### config.mk
export PLATFORM = sky130hd
export DESIGN_NAME = scan_decoder
export DESIGN_NICKNAME = d
export VERILOG_FILES = /design/src/rtl/scan_decoder.sv
export SDC_FILE = /design/constraint.sdc
export NUM_CORES = 1
export LEC_CHECK = 0
export BUFFER_PORTS_ARGS = -buffer_cell sky130_fd_sc_hd__buf_2
export CAP_MARGIN = 5
export CORE_MARGIN = 2
export CORE_UTILIZATION = 35
export DETAILED_ROUTE_END_ITERATION = 8
export PLACE_DENSITY = 0.56
export SLEW_MARGIN = 20
export SYNTH_ARGS = -nofsm -noshare
export SYNTH_HDL_FRONTEND = slang
export SYNTH_SLANG_ARGS = --single-unit
### constraint.sdc
create_clock -name clk -period 1.87 [get_ports clk]
set_input_delay 0.0935 -clock clk [delete_from_list [all_inputs] [get_ports clk]]
set_output_delay 0.0935 -clock clk [all_outputs]
set_load 0.05 [all_outputs]
### src/rtl/scan_decoder.sv
`default_nettype none
// ============================================================================
//  Module      : scan_decoder
//  Description : Registered SEL_W-bit code decoder producing three OUT_W-bit
//                forms (one-hot, active-low one-hot, thermometer), with a
//                manual load mode and a clocked auto-scan mode that steps the
//                code after a programmable dwell. Intended for digit/LED
//                multiplexing.
//  Revision    : 1.0 - initial release
// ============================================================================
module scan_decoder #(
  parameter int SEL_W = 2,
  parameter int DWELL = 4
) (
  input  logic                    clk,
  input  logic                    rst,
  input  logic                    en,
  input  logic                    mode,
  input  logic                    load,
  input  logic [SEL_W-1:0]        sel_in,
  output logic [SEL_W-1:0]        code_out,
  output logic [(1<<SEL_W)-1:0]   O1,
  output logic [(1<<SEL_W)-1:0]   O2,
  output logic [(1<<SEL_W)-1:0]   O3,
  output logic                    wrap
);

  localparam int OUT_W = 1 << SEL_W;

  // A one-bit counter is kept for DWELL=1 so the vector is never zero-width;
  // it then sits permanently at its terminal value and the code advances
  // every cycle.
  localparam int CNT_W = (DWELL > 1) ? $clog2(DWELL) : 1;
  localparam logic [CNT_W-1:0] CNT_LAST  = CNT_W'(DWELL - 1);
  localparam logic [SEL_W-1:0] CODE_LAST = {SEL_W{1'b1}};

  typedef enum logic [1:0] {
    ST_BLANK  = 2'd0,
    ST_MANUAL = 2'd1,
    ST_SCAN   = 2'd2
  } state_t;

  state_t           state;
  logic [CNT_W-1:0] cnt;

  state_t           nxt_state;
  logic [SEL_W-1:0] nxt_code;
  logic [CNT_W-1:0] nxt_cnt;
  logic             nxt_wrap;

  // One-hot decode of a code.
  function automatic logic [OUT_W-1:0] dec_onehot(input logic [SEL_W-1:0] c);
    logic [OUT_W-1:0] r;
    r    = '0;
    r[c] = 1'b1;
    return r;
  endfunction

  // Thermometer decode: every bit at or below the code position is set.
  function automatic logic [OUT_W-1:0] dec_therm(input logic [SEL_W-1:0] c);
    logic [OUT_W-1:0] r;
    r = '0;
    for (int i = 0; i < OUT_W; i++) begin
      r[i] = (i <= int'(c));
    end
    return r;
  endfunction

  // Next-state, next-code, dwell counter and wrap pulse selection.
  always_comb begin
    nxt_state = state;
    nxt_code  = code_out;
    nxt_cnt   = '0;
    nxt_wrap  = 1'b0;
    if (!en) begin
      // Blank from any state; a coincident load is ignored.
      nxt_state = ST_BLANK;
    end else if (!mode) begin
      nxt_state = ST_MANUAL;
      if (load) begin
        nxt_code = sel_in;
      end
    end else begin
      nxt_state = ST_SCAN;
      // The entry cycle only clears the counter; stepping starts once the
      // machine is already scanning so the held code gets a full dwell.
      if (state == ST_SCAN) begin
        if (cnt == CNT_LAST) begin
          nxt_cnt  = '0;
          nxt_code = code_out + SEL_W'(1);
          nxt_wrap = (code_out == CODE_LAST);
        end else begin
          nxt_cnt = cnt + CNT_W'(1);
        end
      end
    end
  end

  // State, code and decoded outputs, all registered together so the three
  // output forms always describe the same code.
  always_ff @(posedge clk or posedge rst) begin
    if (rst) begin
      state    <= ST_BLANK;
      code_out <= '0;
      cnt      <= '0;
      O1       <= '0;
      O2       <= '1;
      O3       <= '0;
      wrap     <= 1'b0;
    end else begin
      state    <= nxt_state;
      code_out <= nxt_code;
      cnt      <= nxt_cnt;
      wrap     <= nxt_wrap;
      if (nxt_state == ST_BLANK) begin
        O1 <= '0;
        O2 <= '1;
        O3 <= '0;
      end else begin
        O1 <= dec_onehot(nxt_code);
        O2 <= ~dec_onehot(nxt_code);
        O3 <= dec_therm(nxt_code);
      end
    end
  end

endmodule
`default_nettype wire

* Yosys cells after proc, flatten, opt, wreduce, memory -nomap -nowiden
Index checks and enable logic that the tools add are counted.
** Operators by class
- Add/subtract/negate cells :: 2
- Order comparisons :: 5
- Equal/unequal tests :: 3
- Multiplexer cells :: 20
- Bitwise operators :: 1
- Reductions and logical operators :: 2
** Operator list (count)
- $mux 2 :: 11
- $mux 4 :: 3
- $eq 2x2->1 const B :: 3
- $mux 1 :: 5
- $add 2x1->2 const B :: 2
- $le 2x2->1 const A :: 2
- $not 4->4 :: 1
- $lt 2x3->1 const B :: 1
- $demux 1 s2 :: 1
- $ge 2x1->1 const B :: 1
- $le 1x2->1 const A :: 1
- $logic_not 2->1 :: 1
- $logic_and 1x1->1 :: 1
** Storage, ports and cells
- Register bits :: 19
- Input bits :: 7
- Output and inout bits :: 15
- Word-level logic and storage cells :: 40

* Depth between registers and ports, before layout
- Word-level depth :: 11
- Gate-level depth with buffers :: 5
- Mapped depth without buffers :: 5

* Worst setup path before layout
Ideal clock, no wire load.
- Kind :: flip-flop to flip-flop
- Start :: register code_out[0]
- End :: register O1[2]
- Library setup time :: 133 ps
- Data arrival time :: 1533 ps
- Data required time :: 1737 ps
- Slack :: 203 ps
- Stages on the path, launching flop included :: 5
- Path buffers :: 0
- Clock period less this slack :: 1667 ps
- Cell sequence :: dfrtp_1 > ha_1 > mux2_2 > a31oi_1 > nor2_1
** On the way
- Longest elaborated chain between the ends :: 10
- Elaborated cells between the ends (all ways) :: 12
- Classes of those cells :: add/sub (1); order compare (2); mux (8); reduce/logical (1)
** Ends and longest elaborated chain
- start, declared :: line 21 : output logic [SEL_W-1:0] code_out,
- start signal, assigned :: line 112 : code_out <= nxt_code;
- $add 2x1->2 :: line 90 : nxt_code = code_out + SEL_W'(1);
- $mux 2 :: line 88 : if (cnt == CNT_LAST) begin
- $mux 2 :: line 87 : if (state == ST_SCAN) begin
- $mux 2 :: line 78 : end else if (!mode) begin
- $mux 2 * :: line 75 : if (!en) begin
- $lt 2x3->1 (not written as such) / $ge 2x1->1 (equally long branches) :: line 55 : r[c] = 1'b1;
- $logic_and 1x1->1 (not written as such) :: line 55
- $mux 1 (not written as such) :: line 55
- $demux 1 s2 * :: line 55
- $mux 4 * :: line 115 : if (nxt_state == ST_BLANK) begin
- end signal, assigned :: line 120 : O1 <= dec_onehot(nxt_code);
- end, declared :: line 22 : output logic [(1<<SEL_W)-1:0] O1,
Every way passes the cells marked *; elsewhere a longest branch is shown, timed or not.

* Worst setup path in the final report
- Start :: register cnt[0]
- End :: register O2[2]
** On the way
- Longest elaborated chain between the ends :: 11
- Elaborated cells between the ends (all ways) :: 12
- Classes of those cells :: order compare (2); eq/ne (1); mux (7); bitwise (1); reduce/logical (1)
** Ends and longest elaborated chain
- start, declared :: line 44 : logic [CNT_W-1:0] cnt;
- start signal, assigned :: line 113 : cnt <= nxt_cnt;
- $eq 2x2->1 * :: line 88
- $mux 2 * :: line 88
- $mux 2 * :: line 87
- $mux 2 * :: line 78
- $mux 2 * :: line 75
- $lt 2x3->1 (not written as such) / $ge 2x1->1 (equally long branches) :: line 55
- $logic_and 1x1->1 (not written as such) :: line 55
- $mux 1 (not written as such) :: line 55
- $demux 1 s2 * :: line 55
- $not 4->4 * :: line 121 : O2 <= ~dec_onehot(nxt_code);
- $mux 4 * :: line 115
- end signal, assigned :: line 121
- end, declared :: line 23 : output logic [(1<<SEL_W)-1:0] O2,
Marked as above.

==> results by group <==
Logic synthesis
  – Instance count of the mapped netlist: 75
  – Post-synthesis share of cell area spent on and, or, nand and nor gates: 0.1626
  – Share of the synthesized area in compound gates (AO/OA/AOI/OAI): 0.1322
  – Flip-flop and latch count after synthesis: 18
  – Total nets after synthesis: 85
  – Mapped Avg Cell Area: 10.98 um2
  – Count of warnings emitted by yosys: 0
  – Number of distinct library cells after synthesis: 30
  – Post-synth EDFFs: 0
  – Async SR Flop Fraction: 1.000
  – Post-synth top flop: dfrtp_1
  – Post-synthesis sequential area ratio: 0.5532
  – Xor/xnor cell area share of the yosys netlist: 0.01064
  – Combined area of all synthesized cells: 823.3 um2
  – Post-synthesis share of cell area spent on full adders, half adders and majority gates: 0.04559
  – Main combinational cell family by area after synthesis: simple AND/OR/NAND/NOR gates
  – Share of cell area taken by muxes after synthesis: 0.05623

Drt
  – Length of the first detailed-routing pass in iterations: 3
  – Vias after detailed routing: 609
  – DRC viols: 0
  – Total Wirelength: 1454 um
  – Detailed-route wire length per cell: 11.73 um
  – Vias per Instance: 4.911
  – Initial detailed-routing violation count: 7
  – Number of nets still failing antenna checks after routing: 0

Global routing
  – Largest net degree at the start of global routing: 19
  – Vias in the first global route: 531
  – Antenna violations before repair: 0
  – Global routing usage on met1: 0.1545
  – Overall overflow remaining after global route: 0
  – GRT Overall Usage: 0.1226
  – Highest-utilization routing layer at the global route stage: met2
  – Met2 demand-to-capacity share in global routing: 0.1833
  – Grt met3 use: 0.02571
  – Global-route wire length before repair: 2359 um

Pwr
  – Max VDD drop: 374.4 uV
  – Leak Pwr: 0.4921 nW
  – Power density cells: 969.1 nW/um2

STA
  – Unrepaired setup endpoints after global routing: false
  – Hold slack: 0.03261 ns
  – Final cycle utilization of the critical path: 0.8046
  – Worst-case clock skew: 0.006714 ns
  – Achievable clock frequency: 664.7 MHz
  – Setup WS post-layout: 0.3655 ns
  – Endpoints failing hold: 0
  – Transition time at the pin with the least slew margin: 0.6360 ns
  – Max-Slew Margin vs Limit: 0.5755
  – Setup violators final: 0
  – Shortest clock period the worst path allows after layout: 1.505 ns
  – Slew Limit Fails: 0
  – Total negative slack: 0 ns

Critical path
  – Worst reg2reg path startpoint: cnt[0]
  – Worst Path Max Fanout: 3
  – Cell chain of the critical path: ha_1, nand3b_1, mux2_2, a31oi_1, nand2b_1
  – Crit. path cell count: 5
  – Highest-delay cell along the critical path: dfrtp_1
  – Endpoint of the most critical register-to-register path: O2[2]
  – Startpoint kind of the worst setup timing path: register
  – Delay of the slowest critical-path stage: 0.41 ns
  – Kind of capture point of the worst setup path: register
  – Arr. time, crit path: 1.74 ns
  – Worst endpoint required time: 2.11 ns
  – Worst Setup Path Type: register to register
  – Number of buffer and inverter stages on the critical path: 0
  – R2R setup slack: 0.37 ns
  – Category of cells accounting for the largest share of critical-path delay: flip-flops
  – Crit. Startpoint: cnt[0]
  – Depth of the most critical reg-to-reg path: 5

Placed design
  – Worst slack, placed: 0.3738 ns
  – Final RePlAce weighted congestion: 0.7674
  – Port Buffers: 21
  – HPWL after DPL: 1108 um
  – Cells after DPL: 119

Cells and area
  – Fin nets: 107
  – Area of the multi-input gates: 335.3 um2
  – Fraction of final layout cells sized beyond drive strength 1: 0.3438
  – Diodes inserted: 0
  – Area growth from synthesis to layout: 19.60%
  – Fill cell total of the finished layout: 219
  – Sequential standard cell area: 455.4 um2
  – Non-filler instance count after layout: 124

Outcome
  – Outcome: complete, no violations

Clock tree
  – Clk_lat worst skew: 0.29 ns
  – Number of buffers between clock root and the deepest sink: 2
  – Sink count of the clock tree: 18
  – H-tree depth reported by CTS: 1
  – Library cell used as clock root buffer: clkbuf_4
  – Clock input transition at the sequential cells of the worst setup and hold paths: 0.10 ns
  – # resized after CTS: 0
  – TritonCTS clock tree: yes
  – Number of buffers added by the clock tree synthesis step: 3

Floorplanning
  – Core area: 2212 um2
  – Die extent in y: 52.50 um
  – Chip width: 52.50 um
  – Starting utilization of the core area: 0.3722
  – I/O Pins: 22
  – Die Footprint: 2756 um2
  – Number of rows in the core area: 17

Run
  – Count of max-cap constraint violations: 0

Min path
  – Class of the tightest hold or removal check: input port to register
  – Min-Delay Path Depth: 1
  – Min-delay src: en
  – Sink of the worst hold path: O3[0]
## cell families after synthesis
| kind of cell | Yosys count |
|---|---|
| compound gates | 17 |
| xor+xnor | 1 |
| fa+ha+maj | 3 |
| buf+inv | 7 |
| flops | 18 |
| mux | 4 |
| simple gates | 25 |
## flip-flops by register name, summed over array words and instances, names as in the netlist
name,count
cnt,2
code_out,2
O2,4
state,2
O3,3
wrap,1
O1,4
## per-stage QoR
step                       power, W    util  instance area (um2)
after floorplan           0.0006716       -                823.3
after global placement    0.0007264  0.4242                938.4
after detailed placement  0.0007289  0.4242                938.4
after CTS                 0.0009650  0.4451                984.7
after global routing       0.001007  0.4451                984.7
final                     0.0009542  0.4451                984.7
## timing repair
action,in CTS,in global routing
endpoints found under the hold margin,14,0
buffers inserted,0,0
hold buffers,1,0
## how the worst max path moves through the flow
stage	endpoint	slack, ns
2_1_floorplan	O1[2]	0.20
3_3_place_gp	O1[2]	0.38
3_5_place_dp	O1[2]	0.37
4_1_cts	O2[2]	0.36
5_1_grt	O2[2]	0.28
6_report	O2[2]	0.37
## synthesized netlist by cell type, types with 2 or more instances
cell type  instances  area [um2]
nor2b_1            4       25.02
ha_1               3       37.54
inv_1              2       7.510
o21ai_1            2       10.01
mux2i_1            2       20.02
nand2_1            5       18.77
clkbuf_1           2       7.510
buf_2              2       10.01
nand2b_1           2       12.51
and2_1             2       12.51
a21oi_1            6       30.03
nor2_1             6       22.52
nand3b_1           2       15.01
o22ai_1            3       18.77
dfstp_2            4       105.1
dfrtp_1           14       350.3
## final cells by class
class | count | share of cell area
clock buffers | 4 | 0.03685
inverters | 2 | 0.007624
multi-input cells | 50 | 0.3405
flip-flops and latches | 18 | 0.4625
well taps | 28 | 0.03558
repair buffers | 22 | 0.1169
## per-layer routing
layer | vias to the layer above | wire length (um)
met4 | 0 | 37
li1 | 301 | -
met3 | 4 | 75
met1 | 286 | 668
met2 | 18 | 672
met5 | - | 0
## layout by cell type (no fill, tap or decap), drive strengths merged
master       netlist  layout
buf                3      21
dfrtp             14      14
a21oi              6       6
nor2               6       6
nand2              5       5
dfstp              4       4
nor2b              4       4
clkbuf             2       4
o22ai              3       3
ha                 3       3
and2               2       2
nand3b             2       2
mux2i              2       2
inv                2       2
o21ai              2       2
nand2b             2       2
mux2               2       2
o31ai              1       1
a21o               1       1
o31a               1       1
xor2               1       1
or3b               1       1
nand3              1       1
o21a               1       1
o211ai             1       1
a31oi              1       1
nor3               1       1
and3               1       1
dlygate4sd3        0       1
## report_power, final
group	internal (W)	total, W	leakage (nW)	switching [W]
clock network	0.000119	0.000232	0.0210	0.000113
registers	0.000427	0.000448	0.224	0.0000214
logic	0.0000766	0.000274	0.247	0.000197
total	0.000622	0.000954	0.492	0.000332
Note: power is estimated with default switching activity, not from simulation.
